--- config.mk ---
export PLATFORM = sky130hd
export DESIGN_NAME = pipeline_hazard_ctrl
export DESIGN_NICKNAME = d
export VERILOG_FILES = /design/src/rtl/pipeline_pkg.sv /design/src/rtl/load_use_detect.sv /design/src/rtl/pipeline_hazard_ctrl.sv
export SDC_FILE = /design/constraint.sdc
export NUM_CORES = 1
export LEC_CHECK = 0
export ABC_AREA = 0
export BUFFER_PORTS_ARGS = -buffer_cell sky130_fd_sc_hd__buf_2
export CORE_MARGIN = 8
export CORE_UTILIZATION = 40
export CTS_CLUSTER_SIZE = 25
export DETAILED_ROUTE_END_ITERATION = 10
export PLACE_DENSITY = 0.64
export SYNTH_ARGS = -nofsm -noshare
export SYNTH_HDL_FRONTEND = slang
export SYNTH_SLANG_ARGS = --single-unit
--- constraint.sdc ---
create_clock -name clk -period 3.3 [get_ports clk]
set_input_delay 0.66 -clock clk [delete_from_list [all_inputs] [get_ports clk]]
set_output_delay 0.66 -clock clk [all_outputs]
set_load 0.02 [all_outputs]
--- src/rtl/pipeline_pkg.sv ---
// Shared types and constants for the pipeline front-end control.
// Holds the hazard FSM state enum and register-index constants.
package pipeline_pkg;
  localparam int REG_AW = 5;
  localparam logic [REG_AW-1:0] REG_ZERO = 5'd0;

  typedef enum logic [1:0] {
    RUN      = 2'd0,
    MDU_WAIT = 2'd1,
    HALT_ERR = 2'd2
  } hz_state_t;
endpackage

--- src/rtl/load_use_detect.sv ---
// Load-use hazard comparator: a load in ID/EXE whose destination
// is a source of the ID instruction. Ports: ID rs/rt/uses_rt, EX mem_read/rt.
module load_use_detect
  import pipeline_pkg::*;
(
  input  logic [REG_AW-1:0] i_id_rs,
  input  logic [REG_AW-1:0] i_id_rt,
  input  logic              i_id_uses_rt,
  input  logic              i_ex_mem_read,
  input  logic [REG_AW-1:0] i_ex_rt,
  output logic              o_load_use
);
  logic w_rs_hit;
  logic w_rt_hit;

  assign w_rs_hit = (i_ex_rt == i_id_rs);
  assign w_rt_hit = i_id_uses_rt && (i_ex_rt == i_id_rt);

  // $zero is never a real dependency.
  assign o_load_use = i_ex_mem_read && (i_ex_rt != REG_ZERO)
                   && (w_rs_hit || w_rt_hit);
endmodule

--- src/rtl/pipeline_hazard_ctrl.sv ---
// Front-end hazard/sequencing controller: PC/IF-ID enables, bubbles,
// branch flush, MDU launch/wait handshake, timeout error, stall counter.
module pipeline_hazard_ctrl
  import pipeline_pkg::*;
#(
  parameter int MDU_TIMEOUT = 64,
  parameter int CNT_W       = 16
) (
  input  logic              clk,
  input  logic              rst,
  input  logic [REG_AW-1:0] id_rs,
  input  logic [REG_AW-1:0] id_rt,
  input  logic              id_uses_rt,
  input  logic              ex_mem_read,
  input  logic [REG_AW-1:0] ex_rt,
  input  logic              branch_taken,
  input  logic              mdu_start,
  input  logic              mdu_done,
  output logic              pc_write,
  output logic              if_id_write,
  output logic              if_id_flush,
  output logic              id_exe_bubble,
  output logic              mdu_go,
  output logic              err,
  output logic [CNT_W-1:0]  stall_cycles
);
  localparam int WCW = (MDU_TIMEOUT > 2) ? $clog2(MDU_TIMEOUT) : 1;
  localparam logic [WCW-1:0] W_LAST = WCW'(MDU_TIMEOUT - 1);

  hz_state_t        r_state;
  hz_state_t        w_next;
  logic [WCW-1:0]   r_wait_cnt;
  logic [CNT_W-1:0] r_stall;
  logic             w_load_use;
  logic             w_wait_clr;
  logic             w_wait_inc;

  load_use_detect u_lud (
    .i_id_rs       (id_rs),
    .i_id_rt       (id_rt),
    .i_id_uses_rt  (id_uses_rt),
    .i_ex_mem_read (ex_mem_read),
    .i_ex_rt       (ex_rt),
    .o_load_use    (w_load_use)
  );

  always_ff @(posedge clk or posedge rst) begin
    if (rst) begin
      r_state <= RUN;
    end else begin
      r_state <= w_next;
    end
  end

  always_comb begin
    w_next        = r_state;
    pc_write      = 1'b1;
    if_id_write   = 1'b1;
    if_id_flush   = 1'b0;
    id_exe_bubble = 1'b0;
    mdu_go        = 1'b0;
    err           = 1'b0;
    w_wait_clr    = 1'b0;
    w_wait_inc    = 1'b0;
    unique case (r_state)
      RUN: begin
        if (w_load_use) begin
          pc_write      = 1'b0;
          if_id_write   = 1'b0;
          id_exe_bubble = 1'b1;
        end else if (mdu_start) begin
          mdu_go        = 1'b1;
          pc_write      = 1'b0;
          if_id_write   = 1'b0;
          id_exe_bubble = 1'b1;
          w_wait_clr    = 1'b1;
          w_next        = MDU_WAIT;
        end else if (branch_taken) begin
          if_id_flush   = 1'b1;
        end
      end
      MDU_WAIT: begin
        // Done wins over timeout: release lets the MDU op into ID/EXE.
        if (mdu_done) begin
          w_next        = RUN;
        end else begin
          pc_write      = 1'b0;
          if_id_write   = 1'b0;
          id_exe_bubble = 1'b1;
          w_wait_inc    = 1'b1;
          if (r_wait_cnt == W_LAST) begin
            w_next = HALT_ERR;
          end
        end
      end
      HALT_ERR: begin
        pc_write      = 1'b0;
        if_id_write   = 1'b0;
        id_exe_bubble = 1'b1;
        err           = 1'b1;
      end
      default: begin
        w_next = RUN;
      end
    endcase
  end

  always_ff @(posedge clk or posedge rst) begin
    if (rst) begin
      r_wait_cnt <= '0;
    end else if (w_wait_clr) begin
      r_wait_cnt <= '0;
    end else if (w_wait_inc) begin
      r_wait_cnt <= r_wait_cnt + 1'b1;
    end
  end

  always_ff @(posedge clk or posedge rst) begin
    if (rst) begin
      r_stall <= '0;
    end else if (!pc_write && (r_stall != '1)) begin
      r_stall <= r_stall + 1'b1;
    end
  end

  assign stall_cycles = r_stall;
endmodule
Yosys cells after proc, flatten, opt, wreduce, memory -nomap -nowiden --
Cells that the tools add are included.
Storage, ports and cells: input bits 22, output and inout bits 22, word-level logic and storage cells 48, register bits 24
Operators by class: muxes and demuxes 23, reductions and logical operators 10, equality and inequality tests 9, bitwise gates (word level) 1, add/subtract/negate cells 2
Operators by type and width (count):
- $add A16 B1 Y16 const B | 1
- $ne A16 B16 Y1 const B | 1
- $mux W1 | 14
- $mux W6 | 2
- $eq A5 B5 Y1 | 2
- $mux W2 | 4
- $add A6 B1 Y6 const B | 1
- $eq A6 B6 Y1 const B | 1
- $pmux W1 S3 | 2
- $pmux W2 S3 | 1
- $reduce_bool A5 Y1 | 1
- $logic_and A1 B1 Y1 | 4
- $ne A2 B2 Y1 const B | 2
- $reduce_and A4 Y1 | 1
- $ne A3 B3 Y1 const B | 1
- $eq A2 B1 Y1 const B | 1
- $eq A2 B2 Y1 const B | 1
- $logic_not A2 Y1 | 1
- $reduce_bool A2 Y1 | 1
- $logic_not A1 Y1 | 1
- $logic_or A1 B1 Y1 | 1
- $not A1 Y1 | 1

Depth between registers and ports, before layout --
Gate-level depths: netlist (run 1).
depth in word-level cells 8, depth in mapped cells 10, gate-level depth less buffers 8

Hierarchy --
From an unflattened synthesis (run 1), not the netlist that was laid out.
Unflattened totals: cell total of the unflattened synthesis 131, area, all modules 1358.8 um^2
By module, submodules not included:
- pipeline_hazard_ctrl | cells each 114, area each 1226.2 um^2, sequential area each 600.6 um^2, times used 1
- load_use_detect | cells each 17, area each 132.6 um^2, sequential area each 0.0 um^2, times used 1

Worst setup path after synthesis (run 1) --
Ideal clock, no wire load.
kind input to output, start input port ex_rt[3], end output port pc_write, buffers on the path 1, path slack 0.201 ns, arrival 2.439 ns, cell stages on the path 8, required time 2.640 ns, cell sequence xor2_1 -> nor4_1 -> a32oi_1 -> nor2_1 -> nor2_1 -> o21ai_0 -> inv_1 -> buf_4
On the way: longest elaborated chain between the ends 6, elaborated cells on any way between the ends 9, those cells by class 2 x eq/ne; 2 x mux; 5 x reduce/logical
Ends and longest elaborated chain:
- start: declaration | RTL line pipeline_hazard_ctrl.sv:15 | input logic [REG_AW-1:0] ex_rt,
- $eq A5 B5 Y1 | RTL line load_use_detect.sv:17 | assign w_rt_hit = i_id_uses_rt && (i_ex_rt == i_id_rt);
- $logic_and A1 B1 Y1 | RTL line load_use_detect.sv:17
- $logic_or A1 B1 Y1 | RTL line load_use_detect.sv:21 | && (w_rs_hit || w_rt_hit);
- $logic_and A1 B1 Y1 (*) | RTL line load_use_detect.sv:21
- $mux W1 (*)
- $pmux W1 S3 (*)
- end: declaration | RTL line pipeline_hazard_ctrl.sv:19 | output logic pc_write,
Mark *: on every way between the ends. The rest lies on a longest branch, timed or not.

Worst setup path in the final report (run 1) --
start input port ex_rt[3], end output port if_id_write
On the way: longest elaborated chain between the ends 6, elaborated cells on any way between the ends 9, those cells by class 2 x eq/ne; 2 x mux; 5 x reduce/logical
Ends and longest elaborated chain:
- $eq A5 B5 Y1 | RTL line load_use_detect.sv:17
- $logic_and A1 B1 Y1 | RTL line load_use_detect.sv:17
- $logic_or A1 B1 Y1 | RTL line load_use_detect.sv:21
- $logic_and A1 B1 Y1 (*) | RTL line load_use_detect.sv:21
- $mux W1 (*) | RTL line pipeline_hazard_ctrl.sv:67 | if (w_load_use) begin
- $pmux W1 S3 (*) | RTL line pipeline_hazard_ctrl.sv:65 | unique case (r_state)
- end: declaration | RTL line pipeline_hazard_ctrl.sv:20 | output logic if_id_write,
Marks and branches as above.

==> flow_summary.ini, run 1 <==
[yosys]
synth_cells = 134
synth_nets = 158
avgSynthCellArea_um2 = 10.3
ys.flop_type = dfrtp_1
synth_edf_count = 0
async_flop_share_pct = 100
synthesis.area_um2 = 1380
synth_cell_types = 35
ys.warnings.count = 0
ys_seq_area_share_pct = 43.4
synth_seq_cells = 24

[drt]
post-route-drc-count = 0
routed_wl_um = 3010
drt_iter0_markers = 28
wl_met2_um = 1460
route.met3.wl_um = 196
viasPerCell = 4.93
route.vias.total = 1110
maxUsedRoutingLayer = met4
dr.pass1.iters = 3
wire_per_inst_um = 13.4
antenna_left = 0
met1_length_um = 1280

[timing]
finalHoldViolCount = 0
period_needed_ns = 2.72
relSlewSlack_pct = 39.5
grt_setup_unrepaired = no
setup_viol = 0
finalSetupTns_ns = 0
slew_violations = 0
tightest_slew_ns = 0.906
max_freq_mhz = 368
period_share_pct = 82.4
finalClockSkew_ns = 0.00279

[power]
p_leak_uw = 0.000844
pwr_density_cell_nw_per_um2 = 525
irDropWorstVdd_mv = 0.345

[worst_setup_path]
r2r-end = stall_cycles[1]$_DFFE_PP0P_
r2r-start = stall_cycles[0]$_DFFE_PP0P_
worstSetupPathType = primary input to primary output
rr_worst_depth = 7
crit_required_ns = 2.64
rrSetupSlack_ns = 0.92
critPathLaunchType = primary input
end_kind = primary output
cp_max_fo = 3
cp.arrival_ns = 2.06

[placement]
place_area_um2 = 1630
port-buffer-count = 43
place_hpwl_um = 2410
place.gp.congestion = 0.858

[finish]
mostFrequentLayoutCells = buf_2 (43), dfrtp_1 (24), xnor2_1 (16)
area_growth_syn_to_layout_pct = 20.4
final_common_cell = buf_2
nNetsFinal = 204
diodes = 0
final_area_um2 = 1660
fill_cells = 326
drive_above_1_share_pct = 35.2

[clocking]
clock_path_buffers = 2
ctsRootBufferMaster = clkbuf_4
post-cts-setup-buffers = 0
cts.repair.resized = 0
cts_sinks = 24
clk_latency_ns = 0.32
cts_tree = done
hold_buffers = 0
numCtsBuffers = 3
h-tree-depth = 1
clk_pin_slew_ns = 0.13

[run_status]
outcome = finished clean

[global_route]
grt-ovfl-total = 0
grt_pass1_wl_um = 5010
grt_max_degree = 25
grt_pass1_vias = 1162
antenna_found_initial = 0
grt.total_usage_pct = 11.4

[floorplanning]
die_w_um = 74.8
core-area_um2 = 3340
die-area_um2 = 5590
start_util_pct = 41.4
fp-row-count = 21
io_pins = 44
die_h_um = 74.8

[min_path]
hold_end = stall_cycles[15]$_DFFE_PP0P_
min_from = stall_cycles[15]$_DFFE_PP0P_
hold_depth = 1
min_path_type = flip-flop to flip-flop

[job]
cap_viol_max_count = 0
-- cell type report --
type / instances / area [um^2] / area share (%)
multi-input combinational: 102 / 724 / 43.5
sequential: 24 / 601 / 36.1
timing repair buffer: 45 / 230 / 13.8
tap: 46 / 57.6 / 3.46
clock buffer: 4 / 36.3 / 2.18
inverter: 4 / 15.0 / 0.902
-- synthesized netlist by cell type (2+ instances only) --
master	number	area, um^2
nand3_1	8	40.0
inv_1	4	15.0
nor2_1	15	56.3
xnor2_1	16	140
nor4_1	2	12.5
nand2_1	5	18.8
a21oi_1	2	10.0
o21ai_0	2	10.0
xor2_1	13	114
ha_1	2	25.0
nand4_1	5	31.3
mux2i_1	2	20.0
and3_1	9	56.3
nand3_2	5	50.1
dfrtp_1	24	601
-- per-stage QoR --
stage               hold slack [ns]  power (uW)  utilization (%)  std cells  setup WS, ns
floorplan                     0.503         635                -        134         0.201
global placement              0.476         718             48.8        221         0.622
detailed placement            0.481         729             48.8        221         0.570
CTS                           0.502         886             49.9        225         0.570
global route                  0.528         935             49.9        225         0.423
finish                        0.497         874             49.9        225         0.581
-- layer usage --
layer	up-vias	global-route usage (%)
met2	31	20.3
met1	528	12.1
met3	5	2.40
met5	-	0
met4	0	6.96
li1	546	-
-- critical path, stage by stage --
cell     delay (ns)
buf_2          0.13
xor2_1         0.16
nor4_1         0.27
a32oi_1        0.16
nor2_1         0.16
nor2_1         0.08
o21ai_0        0.21
inv_1          0.07
buf_2          0.16
-- cells by family after synthesis --
logic type	after synthesis	synth area share, %
AO/OA/AOI/OAI	8	3.98
XOR/XNOR	29	18.4
adder cells (fa/ha/maj)	2	1.81
buffers and inverters	8	4.16
flip-flops	24	43.4
multiplexers	3	2.26
AND/OR/NAND/NOR	60	26.0
-- power breakdown --
group | internal, uW | switching (uW)
combinational | 123 | 185
sequential | 347 | 61.8
clock | 67.5 | 89.4
total | 537 | 337
-- flip-flops by register name (all words and copies together), names as in the netlist --
name,count
r_state,2
stall_cycles,16
r_wait_cnt,6
-- worst max-delay path by stage --
stage             start                           to  slack (ns)  cells past startpoint
2_1_floorplan  ex_rt[3]                     pc_write        0.20                      8
3_3_place_gp   ex_rt[3]  stall_cycles[1]$_DFFE_PP0P_        0.62                      7
3_5_place_dp   ex_rt[3]                     pc_write        0.57                      9
4_1_cts        ex_rt[3]                     pc_write        0.57                      9
5_1_grt        ex_rt[3]                     pc_write        0.42                      9
6_report       ex_rt[3]                  if_id_write        0.58                      9
Note: power is estimated with default switching activity, not from simulation.
==> run 2, diff against run 1 <==
PLACE_DENSITY = 0.67   (was 0.64)
clock period = 2.3 ns   (was 3.3 ns; I/O delays follow)
==> flow_summary.ini, run 2 (synthesis gave the netlist of run 1 again) <==
[run_status]
outcome = finished clean

[finish]
nNetsFinal = 211
diodes = 0
final_common_cell = buf_2
area_growth_syn_to_layout_pct = 30.9
largest_register_ffs = 16
fill_cells = 311
final_area_um2 = 1810
drive_above_1_share_pct = 41.4
mostFrequentLayoutCells = buf_2 (35), dfrtp_1 (24), xnor2_1 (16)

[worst_setup_path]
cpMaxStageDelayCell = or4_4
cpMostUsedCell = nor2_2
rrSetupSlack_ns = 0.22
cp.arrival_ns = 1.81
cp_slowest_stage_delay_ns = 0.54
critPathLaunchType = primary input
path_delay_family = simple AND/OR/NAND/NOR gates
cp_num_buf_inv = 2
cp_max_fo = 3
worstSetupPathType = primary input to primary output
end_kind = primary output
crit_required_ns = 1.84
path_cells = buf_8, or4_4, o21ai_4, nor2_2, nor2_2, and3_4, buf_6

[drt]
wire_per_inst_um = 14.4
wl_met2_um = 1690
viasPerCell = 5.00
antenna_left = 0
route.vias.total = 1161
maxUsedRoutingLayer = met4
met1_length_um = 1360
drt_iter0_markers = 31
post-route-drc-count = 0
routed_wl_um = 3340
route.met3.wl_um = 279
dr.pass1.iters = 4

[timing]
slew_violations = 0
period_needed_ns = 2.27
finalHoldViolCount = 0
grt_setup_unrepaired = yes
finalSetupTns_ns = 0
relSlewSlack_pct = 79.2
setup_ws_ns = 0.0284
setup_viol = 0
period_share_pct = 98.8
tightest_slew_ns = 0.312
max_freq_mhz = 440
finalClockSkew_ns = 0.0177

[global_route]
grt_max_degree = 25
grt_pass1_wl_um = 5600
grt_pass1_vias = 1289
grt-ovfl-total = 0
grt.total_usage_pct = 12.7
antenna_found_initial = 0

[placement]
place_area_um2 = 1690
port-buffer-count = 43
pre_cts_slack_ns = -0.0144
place_hpwl_um = 2610
place.gp.congestion = 0.789

[power]
p_leak_uw = 0.000898
p_total_uw = 1310
irDropWorstVdd_mv = 0.621
pwr_density_cell_nw_per_um2 = 725

[clocking]
clk_pin_slew_ns = 0.14
cts_sinks = 24
ctsRootBufferMaster = clkbuf_4
numCtsBuffers = 3
clock_path_buffers = 2
cts_tree = done
hold_buffers = 0
clk_latency_ns = 0.32
h-tree-depth = 1

[floorplanning]
die-area_um2 = 5590
die_h_um = 74.8
start_util_pct = 41.4
fp-row-count = 21
die_w_um = 74.8
io_pins = 44
core-area_um2 = 3340

[min_path]
min_path_type = primary input to asynchronous set/reset pin

[job]
cap_viol_max_count = 0
[run 2: changes by cell type in the layout (fill, tap and decap cells not counted), sizes merged]
cell and change:
buf +7
[run 2: final cells by class]
class,instances,area [um^2],area share (%)
Clock buffer,4,36.3,2.01
Timing Repair Buffer,52,345,19.1
Sequential cell,24,601,33.2
Inverter,4,15.0,0.830
Tap cell,46,57.6,3.18
Multi-Input combinational cell,102,754,41.7
[run 2: report_power, final]
group          switching, uW  total, uW  internal, uW
Combinational            285        500           215
Clock                    126        222          96.6
Sequential              92.1        590           497
[run 2: per-stage QoR]
stage | utilization (%) | hold slack (ns) | instances
6_report | 54.2 | 0.157 | 232
5_1_grt | 54.2 | 0.181 | 232
4_1_cts | 51.8 | 0.164 | 231
3_5_place_dp | 50.6 | 0.483 | 227
3_3_place_gp | 50.6 | 0.473 | 227
2_1_floorplan | - | 0.475 | 134
[run 2: final timing paths]
check                                        startpoint                          end  depth (start not counted)
setup / recovery                               ex_rt[4]                  if_id_flush                          7
hold / removal                                      rst  stall_cycles[5]$_DFFE_PP0P_                          3
setup reg to reg           stall_cycles[10]$_DFFE_PP0P_  stall_cycles[1]$_DFFE_PP0P_                          7
hold reg to reg             stall_cycles[8]$_DFFE_PP0P_  stall_cycles[8]$_DFFE_PP0P_                          1
max in group asynchronous                           rst    r_wait_cnt[3]$_DFFE_PP0P_                          3
min in group clk            stall_cycles[8]$_DFFE_PP0P_  stall_cycles[8]$_DFFE_PP0P_                          1
[run 2: layer usage]
metal / GRT usage [%] / vias up
li1: - / 559
met1: 13.3 / 566
met2: 23.9 / 34
met3: 3.46 / 2
met4: 3.48 / 0
met5: 0 / -
[run 2: tightest hold or removal path, cell delays in order]
cell and delay (ns):
buf_2 0.09, inv_1 0.04, buf_4 0.29
[run 2: repair_timing]
| action | CTS | global route |
|---|---|---|
| pin swaps | 2 | 10 |
| setup endpoints to repair | 3 | 5 |
| buffers inserted | 0 | 1 |
| gates resized for setup | 1 | 20 |
==> run 3, diff against run 2 <==
CELL_PAD_IN_SITES_DETAIL_PLACEMENT = 0   (was default)
CELL_PAD_IN_SITES_GLOBAL_PLACEMENT = 2   (was default)
CORE_UTILIZATION = 27   (was 40)
PLACE_DENSITY = 0.73   (was 0.67)
==> flow_summary.ini, run 3 (synthesis gave the netlist of run 1 again) <==
[run_status]
outcome = finished clean

[floorplanning]
start_util_pct = 27.6
die-area_um2 = 7670
die_h_um = 87.6
core-area_um2 = 5010
io_pins = 44
fp-row-count = 26
die_w_um = 87.6

[clocking]
cts_tree = done
cts_sinks = 24
clk_latency_ns = 0.27
h-tree-depth = 1
ctsRootBufferMaster = clkbuf_8
clock_path_buffers = 2
clk_pin_slew_ns = 0.08
numCtsBuffers = 3

[finish]
drive_above_1_share_pct = 42.0
diodes = 0
area_growth_syn_to_layout_pct = 34.8
mostFrequentLayoutCells = buf_2 (37), dfrtp_1 (24), xnor2_1 (16)
nNetsFinal = 213
largest_register_ffs = 16
final_cell_count_no_fill = 258
final_common_cell = buf_2

[worst_setup_path]
cp_max_fo = 3
path_delay_family = simple AND/OR/NAND/NOR gates
cpMostUsedCell = nor2_2
worstSetupPathType = primary input to primary output
crit_required_ns = 1.84
path_cells = buf_2, or4_4, o21ai_4, nor2_2, nor2_2, and3_1, buf_4
cp_slowest_stage_delay_ns = 0.53
cp.arrival_ns = 1.82
cp_num_buf_inv = 2
cpMaxStageDelayCell = or4_4
end_kind = primary output
critPathLaunchType = primary input

[timing]
finalHoldViolCount = 0
setup_viol = 0
grt_setup_unrepaired = yes
slew_violations = 0
period_share_pct = 99.2
relSlewSlack_pct = 78.6
tightest_slew_ns = 0.321
max_freq_mhz = 438
finalClockSkew_ns = 0.00195
period_needed_ns = 2.28

[power]
p_total_uw = 1370
pwr_density_cell_nw_per_um2 = 736
irDropWorstVdd_mv = 0.289
p_leak_uw = 0.000916

[placement]
dp_cells = 252
place_hpwl_um = 2690
port-buffer-count = 43
place.gp.congestion = 0.901

[global_route]
grt_max_degree = 25
grt_pass1_wl_um = 5870
grt_pass1_vias = 1270
grt.total_usage_pct = 9.54
antenna_found_initial = 0
grt-ovfl-total = 0

[drt]
drt_iter0_markers = 24
wire_per_inst_um = 13.5
post-route-drc-count = 0
dr.pass1.iters = 4
routed_wl_um = 3470
antenna_left = 0
route.vias.total = 1136
viasPerCell = 4.40

[min_path]
min_path_type = primary input to asynchronous set/reset pin

[job]
cap_viol_max_count = 0
==> run 3: cell types whose count changed in the layout (fill, tap and decap cells not counted), moves of 2 or more <==
| cell | change |
|---|---|
| clkbuf_4 | -3 |
| clkbuf_8 | +3 |
| buf_2 | +2 |
| buf_4 | +2 |
| xor2_1 | -2 |
| xor2_2 | +2 |
==> run 3: repair_timing <==
action,in CTS,in global routing
pin swaps,0,5
endpoints found under the setup margin,1,5
hold endpoints to repair,0,0
resized for setup,1,15
setup buffers,0,2
hold buffers,0,0
==> run 3: path summary, 6_finish.rpt <==
check,slack (ns),startpoint,depth (start not counted),endpoint
min reg2reg,0.49,stall_cycles[11]$_DFFE_PP0P_,1,stall_cycles[11]$_DFFE_PP0P_
min in group clk,0.49,stall_cycles[11]$_DFFE_PP0P_,1,stall_cycles[11]$_DFFE_PP0P_
max in group asynchronous,1.83,rst,3,stall_cycles[15]$_DFFE_PP0P_
max,0.02,ex_rt[2],7,if_id_flush
min,0.23,rst,3,stall_cycles[1]$_DFFE_PP0P_
max reg2reg,0.26,stall_cycles[10]$_DFFE_PP0P_,7,stall_cycles[1]$_DFFE_PP0P_
==> run 3: metrics by stage <==
step                util [%]  setup WS (ns)  setup TNS [ns]  cell area (um^2)  hold WS [ns]
floorplan                  -        0.00476               0              1390         0.475
global placement        34.5         0.0185               0              1730         0.472
detailed placement      34.5        -0.0315         -0.0315              1730         0.482
CTS                     35.6         0.0169               0              1780         0.227
global route            37.2        -0.0303         -0.0691              1860         0.235
finish                  37.2         0.0183               0              1860         0.225
==> run 3: final cells by class <==
| class | instances | area (um^2) |
|---|---|---|
| fillers | 538 | 3150 |
| well taps | 70 | 87.6 |
| inverters | 4 | 15.0 |
| flip-flops and latches | 24 | 601 |
| clock buffers | 4 | 55.1 |
| multi-input cells | 102 | 762 |
| repair buffers | 54 | 344 |
==> run 3: worst min-delay path, stage by stage <==
cell and delay, ns:
buf_2 0.09, inv_1 0.04, buf_4 0.30
==> run 3: routing by layer <==
layer,share of wire [%],up-vias,global-route usage [%]
li1,-,564,-
met1,40,550,10.4
met2,55,15,17.4
met3,3.6,7,2.91
met4,1.8,0,2.34
met5,0,-,0
==> run 3: where the power goes <==
| part | internal (uW) | total, uW | switching [uW] |
|---|---|---|---|
| Sequential | 498 | 589 | 91.7 |
| Combinational | 216 | 497 | 281 |
| Clock | 153 | 287 | 134 |
| Total | 867 | 1370 | 506 |
